**src/rtl/vga_timing_pkg.sv**
```systemverilog
// Shared timing constants and helpers for the 640x480@60 raster generator.
// Holds the default mode timing, the derived window positions and the
// coordinate width used by every counter in the block.
package vga_timing_pkg;

    localparam int COORD_W   = 11;
    localparam int COORD_MAX = (1 << COORD_W) - 1;

    typedef logic [COORD_W-1:0] coord_t;

    // Default 640x480@60 timing (pixel clock = 100 MHz / 4)
    localparam int DEF_CLK_DIV  = 4;
    localparam int DEF_H_SYNC   = 96;
    localparam int DEF_H_BP     = 48;
    localparam int DEF_H_ACTIVE = 640;
    localparam int DEF_H_FP     = 16;
    localparam int DEF_V_SYNC   = 2;
    localparam int DEF_V_BP     = 33;
    localparam int DEF_V_ACTIVE = 480;
    localparam int DEF_V_FP     = 10;

    // Coordinates start at the sync pulse, so the visible window begins
    // after sync + back porch.
    function automatic int axis_total(input int sync, input int bp,
                                      input int act, input int fp);
        return sync + bp + act + fp;
    endfunction

    function automatic int axis_start(input int sync, input int bp);
        return sync + bp;
    endfunction

    function automatic int axis_end(input int sync, input int bp, input int act);
        return sync + bp + act;
    endfunction

    localparam int DEF_H_TOTAL = axis_total(DEF_H_SYNC, DEF_H_BP, DEF_H_ACTIVE, DEF_H_FP);
    localparam int DEF_V_TOTAL = axis_total(DEF_V_SYNC, DEF_V_BP, DEF_V_ACTIVE, DEF_V_FP);
    localparam int DEF_H_START = axis_start(DEF_H_SYNC, DEF_H_BP);
    localparam int DEF_H_END   = axis_end(DEF_H_SYNC, DEF_H_BP, DEF_H_ACTIVE);
    localparam int DEF_V_START = axis_start(DEF_V_SYNC, DEF_V_BP);
    localparam int DEF_V_END   = axis_end(DEF_V_SYNC, DEF_V_BP, DEF_V_ACTIVE);

endpackage

```
**src/rtl/vga_axis_counter.sv**
```systemverilog
// One raster axis: position counter 0..TOTAL-1 with registered sync/blank
// decode. Flags are decoded from the next position so they change in the
// same clock as the position itself.
// Ports:
//   i_clk, i_rst_n : clock, async active-low reset
//   i_adv          : advance one position this clock
//   o_pos          : registered position
//   o_sync_n       : low while position < SYNC
//   o_blank        : low while START <= position < END
//   o_wrap         : position is TOTAL-1 (next advance wraps to 0)
module vga_axis_counter
    import vga_timing_pkg::*;
#(
    parameter int TOTAL = DEF_H_TOTAL,
    parameter int SYNC  = DEF_H_SYNC,
    parameter int START = DEF_H_START,
    parameter int END   = DEF_H_END
)(
    input  logic   i_clk,
    input  logic   i_rst_n,
    input  logic   i_adv,
    output coord_t o_pos,
    output logic   o_sync_n,
    output logic   o_blank,
    output logic   o_wrap
);

    if (TOTAL < 1 || TOTAL > COORD_MAX) begin : g_illegal_total
        $error("vga_axis_counter: TOTAL must be 1..2047");
    end

    localparam coord_t LAST    = coord_t'(TOTAL - 1);
    localparam coord_t SYNC_C  = coord_t'(SYNC);
    localparam coord_t START_C = coord_t'(START);
    localparam coord_t END_C   = coord_t'(END);

    // Reset flags are the decode of position 0.
    localparam logic RST_SYNC_N = (SYNC == 0);
    localparam logic RST_BLANK  = !((START == 0) && (END > 0));

    coord_t r_pos;
    logic   r_sync_n;
    logic   r_blank;
    coord_t w_nxt;

    assign o_wrap = (r_pos == LAST);

    always_comb begin
        w_nxt = r_pos;
        if (i_adv) w_nxt = o_wrap ? '0 : r_pos + coord_t'(1);
    end

    always_ff @(posedge i_clk or negedge i_rst_n) begin
        if (!i_rst_n) begin
            r_pos    <= '0;
            r_sync_n <= RST_SYNC_N;
            r_blank  <= RST_BLANK;
        end else begin
            r_pos    <= w_nxt;
            r_sync_n <= (w_nxt >= SYNC_C);
            r_blank  <= !((w_nxt >= START_C) && (w_nxt < END_C));
        end
    end

    assign o_pos    = r_pos;
    assign o_sync_n = r_sync_n;
    assign o_blank  = r_blank;

endmodule

```
**src/rtl/vga_timing_gen.sv**
```systemverilog
// Raster scan generator for 640x480@60 from the 100 MHz system clock.
// A prescaler makes the pixel enable; a horizontal and a vertical axis
// counter produce coordinates, blanking and active-low sync pulses.
// Ports:
//   CLK_100MHz, RST_N    : system clock, async active-low reset
//   CurrentX, CurrentY   : raster position (sync first, visible X 144..783, Y 35..514)
//   HBlank, VBlank       : high outside the visible window
//   HSync, VSync         : active-low sync pulses
//   PixelTick            : one-clock strobe per pixel period, aligned with coordinate updates
//   FrameStart           : one-clock strobe when the raster wraps to (0,0)
module vga_timing_gen
    import vga_timing_pkg::*;
#(
    parameter int CLK_DIV  = DEF_CLK_DIV,
    parameter int H_SYNC   = DEF_H_SYNC,
    parameter int H_BP     = DEF_H_BP,
    parameter int H_ACTIVE = DEF_H_ACTIVE,
    parameter int H_FP     = DEF_H_FP,
    parameter int V_SYNC   = DEF_V_SYNC,
    parameter int V_BP     = DEF_V_BP,
    parameter int V_ACTIVE = DEF_V_ACTIVE,
    parameter int V_FP     = DEF_V_FP
)(
    input  logic               CLK_100MHz,
    input  logic               RST_N,
    output logic [COORD_W-1:0] CurrentX,
    output logic [COORD_W-1:0] CurrentY,
    output logic               HBlank,
    output logic               VBlank,
    output logic               HSync,
    output logic               VSync,
    output logic               PixelTick,
    output logic               FrameStart
);

    localparam int PW = (CLK_DIV > 1) ? $clog2(CLK_DIV) : 1;
    localparam logic [PW-1:0] PRE_LAST = PW'(CLK_DIV - 1);

    logic [PW-1:0] r_pre;
    logic          r_tick;
    logic          r_frame;
    logic          w_tick;
    logic          w_h_wrap;
    logic          w_v_wrap;

    // Counters advance on the clock where the prescaler sits at its last
    // value; PixelTick is that enable registered, so it appears together
    // with the new coordinates.
    assign w_tick = (r_pre == PRE_LAST);

    always_ff @(posedge CLK_100MHz or negedge RST_N) begin
        if (!RST_N) begin
            r_pre   <= '0;
            r_tick  <= 1'b0;
            r_frame <= 1'b0;
        end else begin
            r_pre   <= w_tick ? '0 : r_pre + PW'(1);
            r_tick  <= w_tick;
            r_frame <= w_tick & w_h_wrap & w_v_wrap;
        end
    end

    vga_axis_counter #(
        .TOTAL (axis_total(H_SYNC, H_BP, H_ACTIVE, H_FP)),
        .SYNC  (H_SYNC),
        .START (axis_start(H_SYNC, H_BP)),
        .END   (axis_end(H_SYNC, H_BP, H_ACTIVE))
    ) u_h (
        .i_clk    (CLK_100MHz),
        .i_rst_n  (RST_N),
        .i_adv    (w_tick),
        .o_pos    (CurrentX),
        .o_sync_n (HSync),
        .o_blank  (HBlank),
        .o_wrap   (w_h_wrap)
    );

    // Y only moves on the tick that takes X from its last value back to 0.
    vga_axis_counter #(
        .TOTAL (axis_total(V_SYNC, V_BP, V_ACTIVE, V_FP)),
        .SYNC  (V_SYNC),
        .START (axis_start(V_SYNC, V_BP)),
        .END   (axis_end(V_SYNC, V_BP, V_ACTIVE))
    ) u_v (
        .i_clk    (CLK_100MHz),
        .i_rst_n  (RST_N),
        .i_adv    (w_tick & w_h_wrap),
        .o_pos    (CurrentY),
        .o_sync_n (VSync),
        .o_blank  (VBlank),
        .o_wrap   (w_v_wrap)
    );

    assign PixelTick  = r_tick;
    assign FrameStart = r_frame;

endmodule

```
**config.mk**
```make
export PLATFORM = sky130hd
export DESIGN_NAME = vga_timing_gen
export DESIGN_NICKNAME = d
export VERILOG_FILES = /design/src/rtl/vga_timing_pkg.sv /design/src/rtl/vga_axis_counter.sv /design/src/rtl/vga_timing_gen.sv
export SDC_FILE = /design/constraint.sdc
export NUM_CORES = 1
export LEC_CHECK = 0
export CAP_MARGIN = 5
export CORE_ASPECT_RATIO = 1.1
export CORE_MARGIN = 8
export CORE_UTILIZATION = 34
export CTS_BUF_LIST = sky130_fd_sc_hd__clkbuf_4
export CTS_CLUSTER_DIAMETER = 30
export DETAILED_ROUTE_END_ITERATION = 6
export SYNTH_ARGS = -nofsm -noshare
export SYNTH_HDL_FRONTEND = slang
export SYNTH_SLANG_ARGS = --single-unit
```
**constraint.sdc**
```tcl
create_clock -name CLK_100MHz -period 7.75 [get_ports CLK_100MHz]
set_input_delay 0.775 -clock CLK_100MHz [delete_from_list [all_inputs] [get_ports CLK_100MHz]]
set_output_delay 0.775 -clock CLK_100MHz [all_outputs]
set_load 0.02 [all_outputs]
```
Yosys cells after proc, flatten, opt, wreduce, memory -nomap -nowiden --
Cells that the tools add are included.
Storage, ports and cells: register bits after elaboration 30, bits of input ports 2, word-level logic and storage cells 32
Cells by class: $add $sub $neg 3, magnitude comparators 6, equality and inequality tests 3, multiplexer cells 5, bitwise operators 2, reductions and logical operators 4
Operators with widths (number):
- 11-bit two-way mux | 4
- 11-bit by 1-bit adder with 11-bit output (second input constant) | 2
- 11-bit by 10-bit == test with 1-bit output (second input constant) | 2
- 11-bit by 10-bit < comparator with 1-bit output (second input constant) | 2
- 11-bit by 2-bit >= comparator with 1-bit output (second input constant) | 1
- 11-bit by 6-bit >= comparator with 1-bit output (second input constant) | 1
- 11-bit by 7-bit >= comparator with 1-bit output (second input constant) | 1
- 11-bit by 8-bit >= comparator with 1-bit output (second input constant) | 1
- 2-bit by 1-bit adder with 2-bit output (second input constant) | 1
- 1-bit bitwise AND | 2
- 2-bit == test (second input constant) | 1
- 1-bit logical AND | 2
- 1-bit zero test | 2
- 2-bit two-way mux | 1

Depth between registers and ports, before layout --
word-level depth 6, gate-level depth with buffers 10, gate-level depth less buffers 9

Hierarchy --
From an unflattened synthesis, not the netlist that was laid out.
Unflattened totals: cells, all modules 175, area total of the unflattened synthesis 1756.7 sq um
Modules (own cells, without submodules):
- vga_axis_counter (u_h) | instances 1, cells an instance 84, area an instance 823.3 sq um, seq. area each 326.6 sq um
- vga_axis_counter (u_v) | instances 1, cells an instance 83, area an instance 803.3 sq um, seq. area each 326.6 sq um
- vga_timing_gen | instances 1, cells an instance 8, area an instance 130.1 sq um, seq. area each 100.1 sq um

Worst setup path after synthesis --
Ideal clock, no wire load.
path type reg2reg, from register u_h.r_pos[6], in the netlist u_h.o_pos[6], to register u_v.r_blank, in the netlist u_v.o_blank, setup time 0.086 ns, arrival 2.893 ns, required time 7.664 ns, setup slack 4.770 ns, cell stages (with the launch flop) 7, period minus slack after synthesis 2.980 ns, path through dfrtp_1 > or4b_4 > or4_1 > nor3_1 > mux2_2 > or3_4 > o41a_1
On the way: cells in the longest elaborated chain, start to end 6, elaborated cells on any way between the ends 7
RTL lines:
- start: declaration | line vga_axis_counter.sv:41 | coord_t r_pos;
- start signal: assignment | line vga_axis_counter.sv:59 | r_pos <= w_nxt;
- 11-bit by 10-bit == test with 1-bit output (*) | line vga_axis_counter.sv:46 | assign o_wrap = (r_pos == LAST);
- 1-bit bitwise AND (*) | line vga_timing_gen.sv:87 | .i_adv (w_tick & w_h_wrap),
- 11-bit two-way mux (*) | line vga_axis_counter.sv:50 | if (i_adv) w_nxt = o_wrap ? '0 : r_pos + coord_t'(1);
- via u_v.w_nxt[8] | line vga_axis_counter.sv:44 | coord_t w_nxt;
- 11-bit by 6-bit >= comparator with 1-bit output / 11-bit by 10-bit < comparator with 1-bit output (equally long branches) | line vga_axis_counter.sv:61 | r_blank <= !((w_nxt >= START_C) && (w_nxt < END_C));
- 1-bit logical AND (*) | line vga_axis_counter.sv:61
- 1-bit zero test (*) | line vga_axis_counter.sv:61
- end signal: assignment | line vga_axis_counter.sv:61
- end: declaration | line vga_axis_counter.sv:43 | logic r_blank;
The timed path passes the listed nets; every way through them passes the cells marked *.

Worst setup path after layout --
Same ends and word-level chain as after synthesis.

==> results.ini <==
[logic_synthesis]
synth.lib_cells_used.distinct = 41
syn_area_per_cell_um2 = 9.647
synth_top_cell_by_area = dfrtp_1
synth_async_sr_flop_share = 1.000
synth_nets = 168
yosysSeqAreaShare = 0.4820
dominantRegCellSynth = dfrtp_1
synth_top_cells_by_area = dfrtp_1 (45%), inv_1 (3.8%), dfstp_2 (3.4%), xnor2_1 (3.4%), ha_1 (3.2%)
share_of_the_synthesized_area_in_the_top_cell_type = 0.4484
synth.cell_area_um2 = 1563
synth_seq_cells = 30
synth-edff-count = 0
yosys_warnings = 0
synthesis.instances = 162

[critical_path]
timing_worst_setup_path_type = register to register
rr_worst_depth = 6
crit_path_end_kind = register
r2r_slack_ns = 4.72
setup.worst_path.start_class = register
crit_arrival_ns = 3.29
cp_max_fo = 5
regToRegEndpoint = u_v.o_blank
cp_required_ns = 8.00
worstReg2RegStart = u_h.o_pos[6]

[power]
p_leak_nw = 0.8588
ir_drop_v = 0.00007614
pwr_density_cell_nw_per_um2 = 127.0

[place]
postPlaceCellArea_um2 = 1904
dp_hpwl_um = 2731
gp_routability_congestion = 0.8430
dp_slack_ns = 4.723
io_buffer_count = 29

[routing]
met2WireLength_um = 1809
remaining_drc_errors = 0
ant_nets = 0
detail_route.wirelength_um = 3669
detail_route.iter0.violations = 72
routed_wire_length_per_instance_um = 14.68
drt_first_pass_iters = 4
detailroute.wirelength.met3_um = 296
drt-vias-per-instance = 5.304
num_vias = 1326
met1_length_um = 1503
dr.max_layer_used = met4

[clocking]
cts.htree.levels = 2
holdBufCountCts = 0
root_buffer = clkbuf_4
tritoncts = built
max-clock-path-buffers = 2
clkLatencyLatePin_ns = 0.32
path_clk_slew_ns = 0.09
cts_inserted_buffers = 5
cts_setup_buffers = 0
cts_sinks = 30
post_cts.resized_instances = 0

[worst_hold_path]
hold_path_depth = 1
whs_endpoint = r_pre[0]
hold_path_startpoint = r_pre[0]
holdCritPathClass = register to register

[floorplan]
die_width_um = 80.64
core_area_um2 = 4522
design.portCount = 30
die_area_um2 = 7024
dieHeight_um = 87.11
core.rowCount = 26
start_util = 0.3456

[global_routing]
grt_antenna_before_repair = 0
grt.overflow.total = 0
grt_pass1_wl_um = 6341
global_route_total_usage_across_every_layer = 0.1161
grt_pass1_vias = 1321
largest_net_degree_at_the_start_of_global_routing = 31

[layout]
finalCoreUtilization = 0.4330
post_route_cells_drive_above_1_share = 0.09278
mostFrequentLayoutCells = clkdlybuf4s50_1 (29), dfrtp_1 (28), inv_1 (16), nand2_1 (13)
register_area_um2 = 753.2
mostFrequentLayoutCell = clkdlybuf4s50_1
area_delta_synth_final_pct = 25.30
fillers = 447
finalNetCount = 199
multi_input_area_um2 = 715.7
num_antenna_cells = 0
layout.cell_area.non_filler_um2 = 1958

[sta]
finalSetupViolations = 0
timing_worst_slew_pin_value_ns = 0.9179
setup_skew_ns = 0.006026
setup_tns_final_ns = 0
timing.max_slew.rel_slack = 0.3824
layout_worst_path_cycle_share = 0.3914
grt_setup_unrepaired = false
postLayoutSetupSlackWorst_ns = 4.717
post-route-min-period_ns = 3.033
final-hold-violation-count = 0
maxSlewViolCount = 0
max_freq_mhz = 329.7

[status]
run_status = finished, final reports clean

[flow_run]
cap_violations = 0

## sequential cells by signal, indices dropped and copies added (netlist names)
register,cells
u_h.o_sync_n,1
u_v.o_sync_n,1
u_v.o_pos,11
u_v.o_blank,1
PixelTick,1
FrameStart,1
u_h.o_blank,1
r_pre,2
u_h.o_pos,11
## through the flow
stage          cells  hold slack (ns)  power, mW
6_report         250           0.4279     0.2487
5_1_grt          250           0.4463     0.2618
4_1_cts          250           0.4336     0.2545
3_5_place_dp     242           0.4201     0.1636
3_3_place_gp     242           0.4136     0.1635
2_1_floorplan    162           0.4031     0.1596
## power breakdown
part / leakage (nW) / total (mW) / internal [mW] / switching, mW
clock: 0.0331 / 0.0886 / 0.0375 / 0.0511
sequential: 0.398 / 0.156 / 0.156 / 0
combinational: 0.428 / 0.00367 / 0.000771 / 0.00290
## cells in the mapped netlist (3+ instances only)
cell type / n
and3_1: 5
clkbuf_1: 6
dfrtp_1: 28
ha_1: 4
inv_1: 16
nand2_1: 13
nand3_1: 9
nand4_1: 5
nor2_1: 10
nor3_1: 4
nor4_1: 5
o21ai_0: 10
o41ai_1: 3
xnor2_1: 6
xor2_1: 3
## kinds of logic (layout without fill, tap and decap cells)
group                      after synthesis  count (layout)  synth area share
and+or+nand+nor                         65              65            0.2346
DFF                                     30              30            0.4820
xor gates and xnor gates                 9               9           0.05044
muxes                                    2               2           0.01361
adders and majority gates                4               4           0.03203
AOI/OAI and AO/OA                       29              29            0.1273
buffers and inverters                   23              55           0.06005
## metal layers
layer,track usage,vias up
met5,0,-
met4,0.05795,0
met3,0.04959,10
met2,0.1803,39
met1,0.1318,636
li1,-,641
## worst max-delay path, cell delays in order, from the launching register on
cell,delay [ns]
dfrtp_1,0.43
or4b_4,0.59
or4_1,0.56
nor3_1,0.23
mux2_2,0.37
or3_4,0.38
o41a_1,0.41
## area by class of cell
class	instances	share of cell area
Clock buffer	6	0.02300
Clock inverter	2	0.004473
Inverter	16	0.03067
Multi-Input combinational cell	109	0.3655
Sequential cell	30	0.3847
Tap cell	56	0.03578
Timing Repair Buffer	31	0.1559
## how the worst max path moves through the flow
stage	endpoint	slack [ns]	from	depth (start not counted)
after floorplan	u_v.o_blank	4.77	u_h.o_pos[6]	6
after global placement	u_v.o_blank	4.80	u_h.o_pos[6]	6
after detailed placement	u_v.o_blank	4.72	u_h.o_pos[6]	6
after CTS	u_v.o_blank	4.72	u_h.o_pos[6]	6
after global routing	u_h.o_sync_n	4.50	u_h.o_pos[6]	6
final	u_v.o_blank	4.72	u_h.o_pos[6]	6
(Power assumes the default switching activity.)
==> variant 1, RTL diff (same flow settings) <==
Change the package constant `COORD_W` from 11 to 13.
--- a/src/rtl/vga_timing_pkg.sv
+++ b/src/rtl/vga_timing_pkg.sv
@@ -5,3 +5,3 @@
 
-    localparam int COORD_W   = 11;
+    localparam int COORD_W   = 13;
     localparam int COORD_MAX = (1 << COORD_W) - 1;
Interface: changed (resized CurrentX and CurrentY); port bits go from 30 to 34. No check against the original RTL was run, so the function may have changed too.
==> variant 1 against the original RTL <==
  * Area after synthesis is 24% higher
  * Hold slack better by 0.0024 ns
  * Total power is 12% higher
  * Count of clock-buffer cells in the layout is 1 lower
  * Sequential cell count is 4 higher
  * Setup slack better by 0.53 ns
  * Critical path type unchanged
  * Cell area is 21% higher
  * Wire length is 21% higher
  * Via count is 17% higher
  * Core utilization is 1.3 points lower
  * Fmax is 21% higher
  * Clock skew is 0.0051 ns higher
==> variant 1: results (changes against the original RTL) <==
Run status
Run status: complete, no violations (unchanged).

Detailed routing
The count of TritonRoute iterations in the first routing pass was 4 (unchanged). The violation count after the first detailed-routing iteration is 88 (was 72). The total number of vias is 1552 (was 1326).

The per-cell routed wire length came to 14.6 um (was 14.7 um).

Power
The maximum vdd drop is 102 uV (was 76.1 uV). The static leakage is 1.02 nW (was 0.859 nW).

Logic synthesis
The flip-flop cell with the highest count after synthesis is sky130_fd_sc_hd__dfrtp_1 (unchanged). Most frequent cells after synthesis: sky130_fd_sc_hd__dfrtp_1 (32), sky130_fd_sc_hd__nand2_1 (19), sky130_fd_sc_hd__nor2_1 (17), sky130_fd_sc_hd__xnor2_1 (10) (was sky130_fd_sc_hd__dfrtp_1 (28), sky130_fd_sc_hd__inv_1 (16), sky130_fd_sc_hd__nand2_1 (13), sky130_fd_sc_hd__nor2_1 (10), sky130_fd_sc_hd__o21ai_0 (10)). The share of async-settable or async-resettable flops after synthesis is 100% (unchanged). The count of cell types in the netlist is 51 (was 41).

The net count after synthesis is 200 (was 168). The number of warning messages in the yosys log was 0 (unchanged). The share of synthesized area occupied by flip-flops and latches is 44.1% (was 48.2%).

Top cells by area, synth: sky130_fd_sc_hd__dfrtp_1 (41%), sky130_fd_sc_hd__xnor2_1 (4.5%), sky130_fd_sc_hd__nand2_1 (3.7%) (was sky130_fd_sc_hd__dfrtp_1 (45%), sky130_fd_sc_hd__inv_1 (3.8%), sky130_fd_sc_hd__dfstp_2 (3.4%)).

Finish
The antenna diode count came to 0 (unchanged). The final net count is 233 (was 199). The ratio of cells with drive above 1 in the final layout is 11.4% (was 9.28%).

Setup path
The maximum fanout along the worst path is 10 (was 5). The data arrival time of the critical path is 2.73 ns (was 3.29 ns). The maximum cell stage delay along the critical path is 0.39 ns (was 0.59 ns).

The slowest cell on the critical path is sky130_fd_sc_hd__and4_1 (was sky130_fd_sc_hd__or4b_4). The kind of cell with the highest combined delay on the critical path is simple AND/OR/NAND/NOR gates (unchanged).

CTS
The clock input transition at the sequential cells of the worst setup and hold paths is 0.12 ns (was 0.09 ns). The worst-case clock buffer depth came to 2 (unchanged). The post-CTS setup-driven buffer insertion count came to 0 (unchanged). The deepest level of the CTS H-tree came to 2 (unchanged). The post-CTS resize count is 0 (unchanged). The worst-skew pair later-pin latency is 0.35 ns (was 0.32 ns).

The total CTS buffers is 5 (unchanged). The CTS root buffer is sky130_fd_sc_hd__clkbuf_4 (unchanged).

STA
The number of slew-limit violations in the final report is 0 (unchanged). The transition time at the pin with the least slew margin is 0.484 ns (was 0.918 ns). The final clock skew is 0.0111 ns (was 0.00603 ns).

Global route
The initial antenna violation count is 0 (unchanged). The largest net degree at the start of global routing was 35 (was 31). The wire length of the first global-routing pass is 7610 um (was 6340 um). The global-route usage over all layers was 11.8% (was 11.6%).

Placed design
The sum of net half-perimeters after detailed placement is 3200 um (was 2730 um). The number of buffers inserted by port buffering is 33 (was 29). The global placer's final weighted congestion is 0.803 (was 0.843).
variant 1: cell types whose count changed after synthesis, sizes merged, moves of 4 or more:
cell | before | now
buf | 1 | 5
dfrtp | 28 | 32
inv | 16 | 8
nand2 | 13 | 19
nand4 | 5 | 10
nor2 | 10 | 17
nor3 | 4 | 10
xnor2 | 6 | 10
xor2 | 3 | 8
variant 1: final cells by class:
class / instances / area (sq um)
clock inverter: 3 / 16.3
inverter: 8 / 30.0
tap: 77 / 96.3
clock buffer: 5 / 37.5
fill: 559 / 3260
timing repair buffer: 34 / 338
multi-input combinational: 144 / 993
sequential: 34 / 853
variant 1: path summary, 6_finish.rpt:
path / startpoint / to / slack (ns) / depth (start not counted)
min in group asynchronous: RST_N / u_h.o_pos[7] / 0.82 / 2
hold / removal: r_pre[0] / r_pre[0] / 0.43 / 1
setup reg to reg: r_pre[0] / u_v.o_sync_n / 5.25 / 8
max in group asynchronous: RST_N / u_v.o_blank / 6.59 / 2
setup / recovery: r_pre[0] / u_v.o_sync_n / 5.25 / 8
hold reg to reg: r_pre[0] / r_pre[0] / 0.43 / 1
variant 1: worst register-to-register path, cell delays in order, from the launching register on:
cell and delay (ns):
sky130_fd_sc_hd__dfrtp_1 0.36, sky130_fd_sc_hd__ha_1 0.31, sky130_fd_sc_hd__and4_1 0.39, sky130_fd_sc_hd__nand4_4 0.22, sky130_fd_sc_hd__or2_1 0.39, sky130_fd_sc_hd__nor3_2 0.23, sky130_fd_sc_hd__xor2_1 0.11, sky130_fd_sc_hd__nor3_1 0.28
sky130_fd_sc_hd__nand3_1 0.11
variant 1: cell families (layout without fill, tap and decap cells):
kind of cell	Yosys count	count (layout)	share of synthesized area (%)
adders and majority gates	4	4	2.59
buffers and inverters	16	50	4.53
AOI/OAI and AO/OA	28	28	11.0
xor gates and xnor gates	18	18	8.15
and+or+nand+nor	93	93	29.1
muxes	1	1	0.517
DFF	34	34	44.1
variant 1: routing by layer:
| metal | up-vias | share of wire [%] | global-route usage [%] |
|---|---|---|---|
| met5 | - | 0 | 0 |
| met4 | 0 | 1.4 | 4.73 |
| met3 | 7 | 6.7 | 4.57 |
| met2 | 37 | 48 | 18.5 |
| met1 | 743 | 44 | 14.1 |
| li1 | 765 | - | - |
variant 1: per-stage QoR:
step / cell area, sq um / worst slack (ns) / hold WS, ns / instances
after global routing: 2360 / 4.97 / 0.469 / 305
final: 2360 / 5.25 / 0.430 / 305
after global placement: 2310 / 5.30 / 0.414 / 297
after CTS: 2360 / 5.20 / 0.434 / 305
after floorplan: 1930 / 5.43 / 0.403 / 194
after detailed placement: 2310 / 5.20 / 0.419 / 297
variant 1: where the power goes:
part | internal, mW | switching, mW
clock network | 0.0337 | 0.0644
logic | 0.000768 | 0.00341
registers | 0.177 | 0
==> variant 2, RTL diff (same flow settings) <==
Made on the original files. Reset style: synchronous (`RST_N` and `i_rst_n`), changed in 2 clocked blocks. Comments in the files are not updated.
--- a/src/rtl/vga_axis_counter.sv
+++ b/src/rtl/vga_axis_counter.sv
@@ -52,3 +52,3 @@
 
-    always_ff @(posedge i_clk or negedge i_rst_n) begin
+    always_ff @(posedge i_clk) begin
         if (!i_rst_n) begin
--- a/src/rtl/vga_timing_gen.sv
+++ b/src/rtl/vga_timing_gen.sv
@@ -50,3 +50,3 @@
 
-    always_ff @(posedge CLK_100MHz or negedge RST_N) begin
+    always_ff @(posedge CLK_100MHz) begin
         if (!RST_N) begin
Function: differs if RST_N is asserted again (counterexample within 10 cycles, from zero or initial values and one cycle with RST_N low); with RST_N held inactive, the same outputs for 10 cycles.
==> variant 2 against the original RTL <==
  * Sequential share of layout area is 9.3 points lower
  * Area after synthesis is 10% higher
  * Largest cell class is now multi-input combinational cells
  * Clock skew is 0.0043 ns lower
  * Hold slack better by 0.016 ns
  * Cell area is 5.0% higher
  * Setup slack better by 0.51 ns
  * Sequential cell count stayed put
  * Wire length is 15% higher
  * First-iteration DRC count is 1.4% lower
Power is not compared: it rests on default switching activity, and its combinational part moved more than twofold at a synthesized area within 25%.
==> variant 2: results (changes against the original RTL) <==
Finish
The ratio of cells with drive above 1 in the final layout came to 8.26% (was 9.28%). The number of cells in the finished layout apart from fillers was 288 (was 250). The final net count is 235 (was 199).

Setup path
The data arrival time of the critical path is 1.75 ns (was 3.29 ns). The worst setup slack for register-to-register paths came to 5.25 ns (was 4.72 ns). The kind of cell with the highest combined delay on the critical path is buffers and inverters (was simple AND/OR/NAND/NOR gates). The critical register-to-register path endpoint is u_v.o_blank (unchanged). The slowest cell on the critical path was sky130_fd_sc_hd__clkdlybuf4s50_1 (was sky130_fd_sc_hd__or4b_4). The length in cells of the worst reg-to-reg path was 7 (was 6).

The maximum fanout along the worst path was 17 (was 5). The maximum cell stage delay along the critical path is 0.73 ns (was 0.59 ns).

Min path
The hold path startpoint was r_pre[0] (unchanged). The worst hold path endpoint is r_pre[0] (unchanged).

Global route
The routing usage on met1 is 13.0% (was 13.2%). The global-route usage over all layers is 11.0% (was 11.6%). The via count of the first global-routing pass is 1455 (was 1321). The largest net degree at the start of global routing is 22 (was 31). The wire length of the first global-routing pass came to 6990 um (was 6340 um). The met2 global-route usage was 17.4% (was 18.0%). The routing usage on met3 came to 3.70% (was 4.96%).

Run status
Run status: complete, no violations (unchanged).

Logic synthesis
The count of cell types in the netlist is 47 (was 41). The net count after synthesis is 214 (was 168). Top cells by area, synth: sky130_fd_sc_hd__dfxtp_1 (35%), sky130_fd_sc_hd__xor2_1 (6.1%), sky130_fd_sc_hd__nor2_1 (5.7%) (was sky130_fd_sc_hd__dfrtp_1 (45%), sky130_fd_sc_hd__inv_1 (3.8%), sky130_fd_sc_hd__dfstp_2 (3.4%)). The flip-flop cell with the highest count after synthesis is sky130_fd_sc_hd__dfxtp_1 (was sky130_fd_sc_hd__dfrtp_1). The share of async-settable or async-resettable flops after synthesis is 0% (was 100%). The post-synthesis area per instance is 8.30 sq um (was 9.65 sq um).

The number of warning messages in the yosys log is 0 (unchanged). Most frequent cells after synthesis: sky130_fd_sc_hd__dfxtp_1 (30), sky130_fd_sc_hd__nor2_1 (26), sky130_fd_sc_hd__nand2_1 (23), sky130_fd_sc_hd__xor2_1 (12), sky130_fd_sc_hd__a21oi_1 (10) (was sky130_fd_sc_hd__dfrtp_1 (28), sky130_fd_sc_hd__inv_1 (16), sky130_fd_sc_hd__nand2_1 (13), sky130_fd_sc_hd__nor2_1 (10), sky130_fd_sc_hd__o21ai_0 (10)).

Placed design
The placed standard-cell area is 0.00200 sq mm (was 0.00190 sq mm). The post-placement cell count was 280 (was 242). The global placer's final weighted congestion was 0.828 (was 0.843).

STA
The transition time at the pin with the least slew margin came to 0.684 ns (was 0.918 ns). The final clock skew is 0.00173 ns (was 0.00603 ns).

Detailed routing
The per-cell routed wire length came to 14.7 um (about the same). The total number of vias came to 1563 (was 1326). The violation count after the first detailed-routing iteration is 71 (was 72).
variant 2: changes by cell type after synthesis, moves of 9 or more:
cell / change
sky130_fd_sc_hd__dfxtp_1: +30
sky130_fd_sc_hd__dfrtp_1: -28
sky130_fd_sc_hd__nor2_1: +16
sky130_fd_sc_hd__inv_1: -11
sky130_fd_sc_hd__nand2_1: +10
sky130_fd_sc_hd__xor2_1: +9
variant 2: per-stage QoR:
stage / hold WS (ns) / setup WS [ns] / utilization, %
5_1_grt: 0.473 / 5.09 / 41.4
3_3_place_gp: 0.411 / 5.38 / 40.3
2_1_floorplan: 0.404 / 5.42 / -
6_report: 0.443 / 5.23 / 41.4
4_1_cts: 0.444 / 5.23 / 41.4
3_5_place_dp: 0.430 / 5.29 / 40.3
variant 2: worst max-delay path by stage:
stage                      start  depth (start not counted)          end  slack (ns)
floorplan           u_h.o_pos[0]                          9  u_v.o_blank        5.42
global placement        r_pre[0]                          7  u_v.o_blank        5.38
detailed placement      r_pre[0]                          7  u_v.o_blank        5.29
CTS                 u_h.o_pos[4]                          1  CurrentX[4]        5.23
global route            r_pre[0]                          7  u_v.o_blank        5.09
finish              u_h.o_pos[4]                          1  CurrentX[4]        5.23
variant 2: cells by family after synthesis:
| group | after synthesis | synth area share, % |
|---|---|---|
| simple gates | 102 | 32.6 |
| compound gates | 35 | 14.5 |
| flops | 30 | 34.8 |
| buf+inv | 20 | 6.02 |
| xor+xnor | 16 | 8.56 |
| fa+ha+maj | 4 | 2.90 |
| mux | 1 | 0.653 |
variant 2: area by class of cell:
class / instances / share of cell area (%)
clock buffer: 6 / 2.19
tap: 58 / 3.53
multi-input combinational: 158 / 49.6
timing repair buffer: 29 / 14.1
inverter: 5 / 0.912
sequential: 30 / 29.2
clock inverter: 2 / 0.426
variant 2: per-layer routing:
layer,routed length [um],vias up
li1,-,801
met2,1910,40
met4,75,0
met3,259,6
met5,0,-
met1,1990,716
variant 2: report_power, final:
group	leakage, nW	switching, mW	internal (mW)	total [mW]
Clock	0.0331	0.0517	0.0375	0.0892
Combinational	0.452	0.00595	0.00374	0.00969
Sequential	0.242	0.00113	0.156	0.157
